--- src/rtl/parity_diff_stream.sv ---
// parity_diff_stream: streaming bit-difference encoder (inverse of prefix XOR)
// with packet framing, registered output stage and one-entry skid buffer.
module parity_diff_stream #(
  parameter int   p_WIDTH = 8,
  parameter logic p_INIT  = 1'b0
) (
  input  logic               i_clk,
  input  logic               i_reset_n,
  input  logic               i_valid,
  output logic               o_ready,
  input  logic [p_WIDTH-1:0] iwv_data,
  input  logic               i_sop,
  input  logic               i_eop,
  output logic               o_valid,
  input  logic               i_ready,
  output logic [p_WIDTH-1:0] owv_data,
  output logic               o_sop,
  output logic               o_eop,
  output logic               o_proto_err
);

  localparam logic [0:0] S_IDLE   = 1'b0;
  localparam logic [0:0] S_IN_PKT = 1'b1;

  logic [0:0]         r_state;
  logic               r_carry;
  logic               r_ready;
  logic               r_proto_err;

  logic               r_out_valid;
  logic [p_WIDTH-1:0] r_out_data;
  logic               r_out_sop;
  logic               r_out_eop;

  logic               r_sk_valid;
  logic [p_WIDTH-1:0] r_sk_data;
  logic               r_sk_sop;
  logic               r_sk_eop;

  logic               w_acc;
  logic               w_free;
  logic               w_idle;
  logic               w_first;
  logic               w_c;
  logic               w_err;
  logic               w_sk_next;
  logic [p_WIDTH-1:0] w_enc;

  assign w_acc   = i_valid && r_ready;
  assign w_free  = !r_out_valid || i_ready;
  assign w_idle  = (r_state == S_IDLE);
  // A beat arriving in IDLE always opens a packet, sop or not.
  assign w_first = i_sop || w_idle;
  assign w_c     = w_first ? p_INIT : r_carry;
  assign w_err   = w_acc && (w_idle ? !i_sop : i_sop);

  generate
    if (p_WIDTH == 1) begin : g_w1
      assign w_enc = iwv_data ^ w_c;
    end else begin : g_wn
      assign w_enc = iwv_data ^ {iwv_data[p_WIDTH-2:0], w_c};
    end
  endgenerate

  // Skid only fills when the output register is stuck; it empties on drain.
  assign w_sk_next = w_free ? 1'b0 : (r_sk_valid || w_acc);

  always_ff @(posedge i_clk or negedge i_reset_n) begin
    if (!i_reset_n) begin
      r_state     <= S_IDLE;
      r_carry     <= p_INIT;
      r_proto_err <= 1'b0;
    end else begin
      r_proto_err <= w_err;
      if (w_acc) begin
        r_carry <= i_eop ? p_INIT : iwv_data[p_WIDTH-1];
        r_state <= i_eop ? S_IDLE : S_IN_PKT;
      end
    end
  end

  always_ff @(posedge i_clk or negedge i_reset_n) begin
    if (!i_reset_n) begin
      r_ready     <= 1'b1;
      r_out_valid <= 1'b0;
      r_out_data  <= '0;
      r_out_sop   <= 1'b0;
      r_out_eop   <= 1'b0;
      r_sk_valid  <= 1'b0;
      r_sk_data   <= '0;
      r_sk_sop    <= 1'b0;
      r_sk_eop    <= 1'b0;
    end else begin
      r_ready <= !w_sk_next;
      if (w_free) begin
        if (r_sk_valid) begin
          r_out_valid <= 1'b1;
          r_out_data  <= r_sk_data;
          r_out_sop   <= r_sk_sop;
          r_out_eop   <= r_sk_eop;
          r_sk_valid  <= 1'b0;
        end else if (w_acc) begin
          r_out_valid <= 1'b1;
          r_out_data  <= w_enc;
          r_out_sop   <= w_first;
          r_out_eop   <= i_eop;
        end else begin
          r_out_valid <= 1'b0;
        end
      end else if (w_acc) begin
        r_sk_valid <= 1'b1;
        r_sk_data  <= w_enc;
        r_sk_sop   <= w_first;
        r_sk_eop   <= i_eop;
      end
    end
  end

  assign o_ready     = r_ready;
  assign o_valid     = r_out_valid;
  assign owv_data    = r_out_data;
  assign o_sop       = r_out_sop;
  assign o_eop       = r_out_eop;
  assign o_proto_err = r_proto_err;

endmodule

--- config.mk ---
export PLATFORM = sky130hd
export DESIGN_NAME = parity_diff_stream
export DESIGN_NICKNAME = d
export VERILOG_FILES = /design/src/rtl/parity_diff_stream.sv
export SDC_FILE = /design/constraint.sdc
export NUM_CORES = 1
export LEC_CHECK = 0
export CAP_MARGIN = 20
export CORE_MARGIN = 1
export CORE_UTILIZATION = 52
export DETAILED_ROUTE_END_ITERATION = 16
export PLACE_DENSITY = 0.88
export SYNTH_ARGS = -nofsm -noshare
export SYNTH_HDL_FRONTEND = slang
export SYNTH_SLANG_ARGS = --single-unit
--- constraint.sdc ---
create_clock -name i_clk -period 4.3 [get_ports i_clk]
set_clock_uncertainty 0.1 [all_clocks]
set_input_delay 0.86 -clock i_clk [delete_from_list [all_inputs] [get_ports i_clk]]
set_output_delay 0.86 -clock i_clk [all_outputs]
set_load 0.05 [all_outputs]
Word-level counts from Yosys, hierarchy flattened
Index checks and enable logic that the tools add are counted.
- shift-type cells: 0
- bitwise operators: 3
- $mul: 0
- eq/ne operators: 0
- div/mod/pow operators: 0
- mux-type cells: 15
- $add $sub $neg: 0
- reductions and logical operators: 12
- $lt $le $gt $ge: 0
- operators with widths (operator ; count):
    8-bit 2-to-1 mux ; 2
    1-bit 2-to-1 mux ; 13
    8-bit XOR ; 1
    2-bit AND reduction ; 2
    2-bit nonzero test ; 2
    1-bit logical NOT ; 3
    1-bit logical OR ; 3
    1-bit logical AND ; 2
    1-bit inverter ; 2
- bits in read-only memories: 0
- bits of input ports: 14
- latch bits: 0
- RAM bits: 0
- register bits: 26
- memories kept: 0
- output and inout bits: 13

Longest topological paths before layout
- depth in word-level cells: 6
- depth in mapped cells: 5
- gate-level depth less buffers: 5

Least setup slack after synthesis
No wires, ideal clock.
- path type: input port to flip-flop
- start point: input port i_valid
- end point: register r_out_sop (netlist: o_sop)
- path slack: 2.451 ns
- data arrival time: 1.624 ns
- cell stages on the path: 4
- buffers on the path: 1
- data required time: 4.075 ns
- library setup time: 0.125 ns
- cell sequence: a21oi_2 -> nand2b_4 -> buf_6 -> mux2_4
- cells in the longest elaborated chain, start to end: 3
- ends and longest elaborated chain (element ; RTL line ; RTL):
    start: declaration ; 9 ; input logic i_valid,
    1-bit logical AND ; 49 ; assign w_acc = i_valid && r_ready;
    2-bit nonzero test (no source line) ; n/a ;
    2-bit AND reduction (no source line) ; n/a ;
    end signal: assignment ; 99 ; r_out_sop <= r_sk_sop;
    end signal: assignment ; 105 ; r_out_sop <= w_first;
    end: declaration ; 32 ; logic r_out_sop;
Every way passes these cells.
A chain may end at the register's enable or synchronous reset.

Worst setup path in the final report
- start point: register r_ready (netlist: o_ready)
- end point: output port o_ready
- RTL lines (element ; RTL line ; RTL):
    start: declaration ; 27 ; logic r_ready;
    start signal: assignment ; 94 ; r_ready <= !w_sk_next;
    end: declaration ; 10 ; output logic o_ready,
No word-level cell between the ends.

==> summary.md <==
| Metric | Value |
|---|---|
| Outcome | completed |
| Crit-path max FO | 5 |
| Total CTS buffers | 3 |
| HP Start | r_sk_data[5] |
| Hold Crit Endpoint | r_sk_data[5] |
| Most frequent cells in the layout | clkdlybuf4s50_1, dfrtp_1, nand2_1, o21ai_0, mux2_4 |
| Initial antenna violation count | 0 |
| FILL cells | 143 |
| Final wirelength | 2140 µm |
| Critical path data required time | roughly 3.3 ns |
| Worst reg2reg path endpoint | owv_data[1] |
| Starting density of the core | 0.549 |
| Remaining DRCs | 0 |
| Final hold vios | 0 |
| Maxcap violations | 0 |
| Relative slew slack | 0.600 |
| Largest family of logic cells by synthesized area | simple AND/OR/NAND/NOR gates |
| Non-Filler Instances | about 160 |
| Compound-Gate Fraction of Synth Area | 0.111 |
| H-tree levels | 1 |
| Vias per cell | a little over 5 |
| Number of routed nets with antenna violations | 0 |
| Vias in the first global route | around 800 |
| Commonest non-fill, non-tap cell in the layout | clkdlybuf4s50_1 |
| Reg-to-reg startpoint | r_sk_valid |
| Synthesized area | about 1200 µm² |
| Seq/Total Area, Yosys | 0.542 |
| Register-to-Register Setup Slack | between 2 and 3 ns |
| CTS tree | yes |
| Worst Setup End Kind | primary output |
| Max Slew Vio Count | 0 |
| Clk buf depth | 2 |
| Ys Warns | 0 |
| Syn nets | 123 |
| RSZ-0062 raised after global routing | false |
| Pre-antenna DRT Iters | 4 |
| CTS Root Cell | clkbuf_4 |
| XOR/XNOR share of the synthesized area | 0.0582 |
| Top-Level Pins | 27 |
| PD cells | 527 nW/µm² |
| Hold_buf cts | 0 |
| FP Rows | 17 |
| Distinct cells, synth | 24 |
| Min cycle time layout | between 2 and 3 ns |
| Kind of critical path | reg2out |
| Mean Syn Cell Area | between 10 and 15 µm² |
| Final cycle utilization of the critical path | 0.623 |
| # nets final | 151 |
| Startpoint types | flip-flop |
| Setup TNS | 0 ns |
| Slew at the pin closest to its max-slew limit | about 0.60 ns |
| Adder-cell area share of the yosys netlist | 0.0104 |
| Data arrival, critical path | between 1.5 and 2 ns |
| Worst skew pair latency | between 0.3 and 0.4 ns |
| Post-Synth Simple-Gate Area | 0.128 |
| CP bufs+invs | 1 |
| Delay of the slowest critical-path stage | around 0.81 ns |
| Slowest cell on crit path | clkdlybuf4s50_1 |
| Crit-path cells | clkdlybuf4s50_1 |
| # clock sinks | 26 |
| Gr usage total | 0.198 |
| Post CTS Setup Buffer Count | 0 |
| Die W | approximately 50 µm |
| Hold depth | 2 |
| Max Freq | about 0.37 GHz |
| Worst vdd ir | 0.000313 V |
| Post-CTS Resized | 0 |
| Largest delay contributor family on the critical path | buffers and inverters |
| DRT iter0 DRCs | 13 |
| Synthesized flop and latch total | 26 |
| Largest net degree at the start of global routing | 22 |
| IO buf count | 26 |
| Area delta synth->final | 27.4% |
| Die height | roughly 50 µm |
| Antenna diodes | 0 |
| Drt wl/cell | ~13 µm |
| Layout cells sized above 1 | 0.133 |
| Vias | 839 |
| Cell count after synthesis | approximately 110 |
| First-pass GRT wire length | 3610 µm |
| GRT overflow | 0 |
| Post-Place Cells | 159 |
| Hpwl dp | between 1500 and 2000 µm |
| WP depth | 1 |
| Total core area | between 2000 and 2500 µm² |
| Die ar. | 2510 µm² |
| Cells on worst reg2reg path | 3 |
| CTS clk-pin slew, worst paths | roughly 0.13 ns |
| Endpoints failing setup | 0 |
| Gpl congestion | ~0.75 |
| Leakage | between 0.6 and 0.7 nW |
| Worst Hold Class | reg2reg |
| Mux share of post-synthesis cell area | 0.117 |
==> report_power, final <==
part           switching (mW)  internal (mW)
Clock                  0.0667         0.0517
Combinational           0.198          0.140
Sequential             0.0418          0.310
==> per-layer routing <==
metal	GRT usage	part of all wire	vias to the layer above
met5	0	0	-
met4	0.114	0.037	0
met3	0.0309	0.028	8
met2	0.313	0.51	20
met1	0.254	0.43	392
li1	-	-	419
==> Yosys cell counts (all sizes together) <==
master	count	area share
nor2	2	0.0062
o21ai	23	0.096
dfstp	1	0.022
nand4b	1	0.012
buf	4	0.024
xor2	1	0.0073
and4b	1	0.0083
a21oi	1	0.0073
a221o	1	0.0083
mux2i	1	0.0083
inv	3	0.0094
mux2	9	0.11
and3	1	0.0052
nand2b	3	0.022
nor2b	1	0.0052
ha	1	0.010
xnor2	7	0.051
nand2	22	0.069
dfrtp	25	0.52
==> logic make-up after synthesis <==
| logic type | Yosys count |
|---|---|
| buffers and inverters | 7 |
| multiplexers | 10 |
| adder cells (fa/ha/maj) | 1 |
| XOR/XNOR | 8 |
| AND/OR/NAND/NOR | 31 |
| flip-flops | 26 |
| AO/OA/AOI/OAI | 25 |
==> cell type report <==
cell class              instances  area [µm²]  share of cell area
clock buffers                   4        36.3              0.0237
repair buffers                 27         288               0.188
multi-input cells              75         512               0.334
inverters                       3        11.3             0.00734
flip-flops and latches         26         652               0.425
well taps                      28        35.0              0.0228
==> how the worst max path moves through the flow <==
stage,endpoint,slack (ns),from
2_1_floorplan,o_sop,2.45,i_valid
3_5_place_dp,r_sk_eop,1.84,i_valid
3_3_place_gp,r_sk_eop,1.91,i_valid
5_1_grt,o_ready,1.56,o_ready
6_report,o_ready,1.62,o_ready
4_1_cts,o_ready,1.61,o_ready
==> metrics by stage <==
stage / hold WS, ns / util / cell area [µm²] / setup slack [ns] / power (mW)
after floorplan: 0.350 / - / 1200 / 2.45 / 0.582
after global placement: 0.363 / 0.671 / 1470 / 1.91 / 0.683
after detailed placement: 0.373 / 0.684 / 1500 / 1.84 / 0.698
after CTS: 0.406 / 0.700 / 1530 / 1.61 / 0.816
after global routing: 0.440 / 0.700 / 1530 / 1.56 / 0.855
final: 0.399 / 0.700 / 1530 / 1.62 / 0.809
No activity file was read; power rests on OpenSTA's default activity.
==> RTL edit: new RTL, config.mk and constraints unchanged <==
Remove the register `r_proto_err`: a continuous assignment takes its place, so the output `o_proto_err` follows one clock earlier.
--- a/src/rtl/parity_diff_stream.sv
+++ b/src/rtl/parity_diff_stream.sv
@@ -70,7 +70,5 @@
       r_state     <= S_IDLE;
       r_carry     <= p_INIT;
-      r_proto_err <= 1'b0;
     end else begin
-      r_proto_err <= w_err;
       if (w_acc) begin
         r_carry <= i_eop ? p_INIT : iwv_data[p_WIDTH-1];
@@ -79,4 +77,6 @@
     end
   end
+
+  assign r_proto_err = w_err;
 
   always_ff @(posedge i_clk or negedge i_reset_n) begin
Formal check against the unedited RTL: not equivalent (Yosys sat finds a counterexample within 4 cycles, from zero or initial values and one cycle with i_reset_n low).
==> RTL edit against the original RTL <==
  * Sequential cell count down 1
  * Count of clock-buffer cells in the layout shrank 1
  * Largest power group unchanged
  * Register-to-register slack lost 0.02 ns
  * Non-clock buffer count stayed put
  * Synthesized area decreased by 2.1%
  * Power down 2.9%
  * Cell area down 2.1%
  * Routed wire length decreased by 2.1%
  * Worst setup slack lost 0.85 ns
==> RTL edit: results (changes against the original RTL) <==
logic_synthesis:
  synth.top_cells.by_count: "dfrtp_1, nand2_1, o21ai_0"  # unchanged
  ys.flop_type: "dfrtp_1"  # unchanged
  yosysSeqAreaShare_pct: 53.2  # was 54.2%
  muxShareOfSynthArea_pct: 12.0  # was 11.7%
  async_flop_share_pct: 100  # unchanged
  synth_cell_type_count: 24  # unchanged
  synth-xor-area-share_pct: 5.94  # was 5.82%
  synth.area.top_cells: "dfrtp_1, mux2_4, o21ai_0"  # unchanged
  synth_compound_area_share_pct: 11.4  # was 11.1%
  synth_adder_area_share_pct: 1.06  # was 1.04%
  avgSynthCellArea_um2: 11.0  # was 11.1 um^2
  yosys_warnings: 0  # unchanged
  synth_nets: 122  # was 123
clock_tree:
  cts_root_buf: "clkbuf_4"  # unchanged
  cts.htree.levels: 1  # unchanged
  cts_resized: 0  # unchanged
  post_cts_buffers: 0  # unchanged
  clk_pin_slew_ns: 0.14
  cts_inserted_buffers: 3  # unchanged
  cts_buffer_depth: 2  # unchanged
  clk_latency_ns: 0.32
detailed_routing:
  dr.first_iter.drc_count: 10  # was 13
  wl_mm: 2.10  # was 2.14 mm
  drt_first_pass_iters: 4  # unchanged
  vias_per_cell: 5.15  # about the same
grt:
  grt_max_degree: 26  # was 22
  grt_first_pass_wirelength_mm: 3.80  # was 3.61 mm
  antenna_found_initial: 0  # unchanged
  grt_usage_pct: 20.3  # was 19.8%
  grt_pass1_vias: 851  # was 798
final_layout:
  n_antenna_cell: 0  # unchanged
  fin_cells: 161  # was 163
  n_fill_cell: 171  # was 143
  layout.nets: 150  # was 151
  post_route_cells_drive_above_1_share_pct: 13.4  # was 13.3%
placed_design:
  portBuffers: 26  # unchanged
  postPlaceCellArea_um2: 1440  # was 1500 um^2
  hpwlAfterDp_mm: 1.47  # was 1.64 mm
  dp_slack_ns: 0.797  # was 1.84 ns
  gp_congestion: 0.756  # was 0.749
pwr:
  vdd_drop_max_uv: 369  # was 313 uV
  leakagePower_nw: 0.657  # was 0.677 nW
run_status:
  status: "finished clean"  # unchanged
timing:
  worstMarginPinSlew_ns: 0.613  # was 0.600 ns
setup_path:
  path_delay_family: "buffers and inverters"  # unchanged
  arrival_ns: 2.57  # was 1.72 ns
  cpMaxStageDelayCell: "clkdlybuf4s50_1"  # unchanged
  slowest_delay_ns: 0.80
  path_max_fanout: 1  # was 5
hold_path:
  hp-class: "flip-flop to flip-flop"  # unchanged
-- RTL edit: changes by cell type after synthesis --
| cell | unedited run | this run |
|---|---|---|
| dfrtp_1 | 25 | 24 |
-- RTL edit: worst min-delay path, stage by stage, from the launching register on --
cell,delay (ns)
dfrtp_1,0.37
nand2_1,0.05
o21ai_0,0.06
-- RTL edit: report_power, final --
part           switching (mW)  internal, mW
clock                  0.0724        0.0355
sequential             0.0397         0.299
combinational           0.198         0.140
-- RTL edit: routing by layer --
layer	vias up	share of wire, %	GRT usage, %
li1	413	-	-
met1	397	50	27.1
met2	17	46	32.9
met3	2	3.7	4.94
met4	0	0.19	5.24
met5	-	0	0
-- RTL edit: worst paths after layout --
| kind | start | end | slack [ns] | depth (start not counted) |
|---|---|---|---|---|
| worst max-delay path | i_sop | o_proto_err | 0.77 | 5 |
| worst min-delay path | r_sk_sop | r_sk_sop | 0.40 | 2 |
| worst max register to register | r_sk_valid | owv_data[2] | 2.55 | 3 |
| worst min register to register | r_sk_sop | r_sk_sop | 0.40 | 2 |
| max in group asynchronous | i_reset_n | o_ready | 2.90 | 2 |
| min in group asynchronous | i_reset_n | r_sk_data[4] | 0.70 | 1 |
-- RTL edit: cells by family (layout without fill, tap and decap cells) --
group	after synthesis	count (layout)
buffers and inverters	7	34
AO/OA/AOI/OAI	25	25
XOR/XNOR	8	8
flip-flops	25	25
multiplexers	10	10
AND/OR/NAND/NOR	31	31
adder cells (fa/ha/maj)	1	1
-- RTL edit: cell type report --
class | count | area, um^2 | area share, %
multi-input combinational | 75 | 512 | 34.1
sequential | 25 | 627 | 41.7
clock inverter | 1 | 7.51 | 0.500
clock buffer | 3 | 22.5 | 1.50
tap | 27 | 33.8 | 2.25
timing repair buffer | 27 | 288 | 19.2
inverter | 3 | 11.3 | 0.750
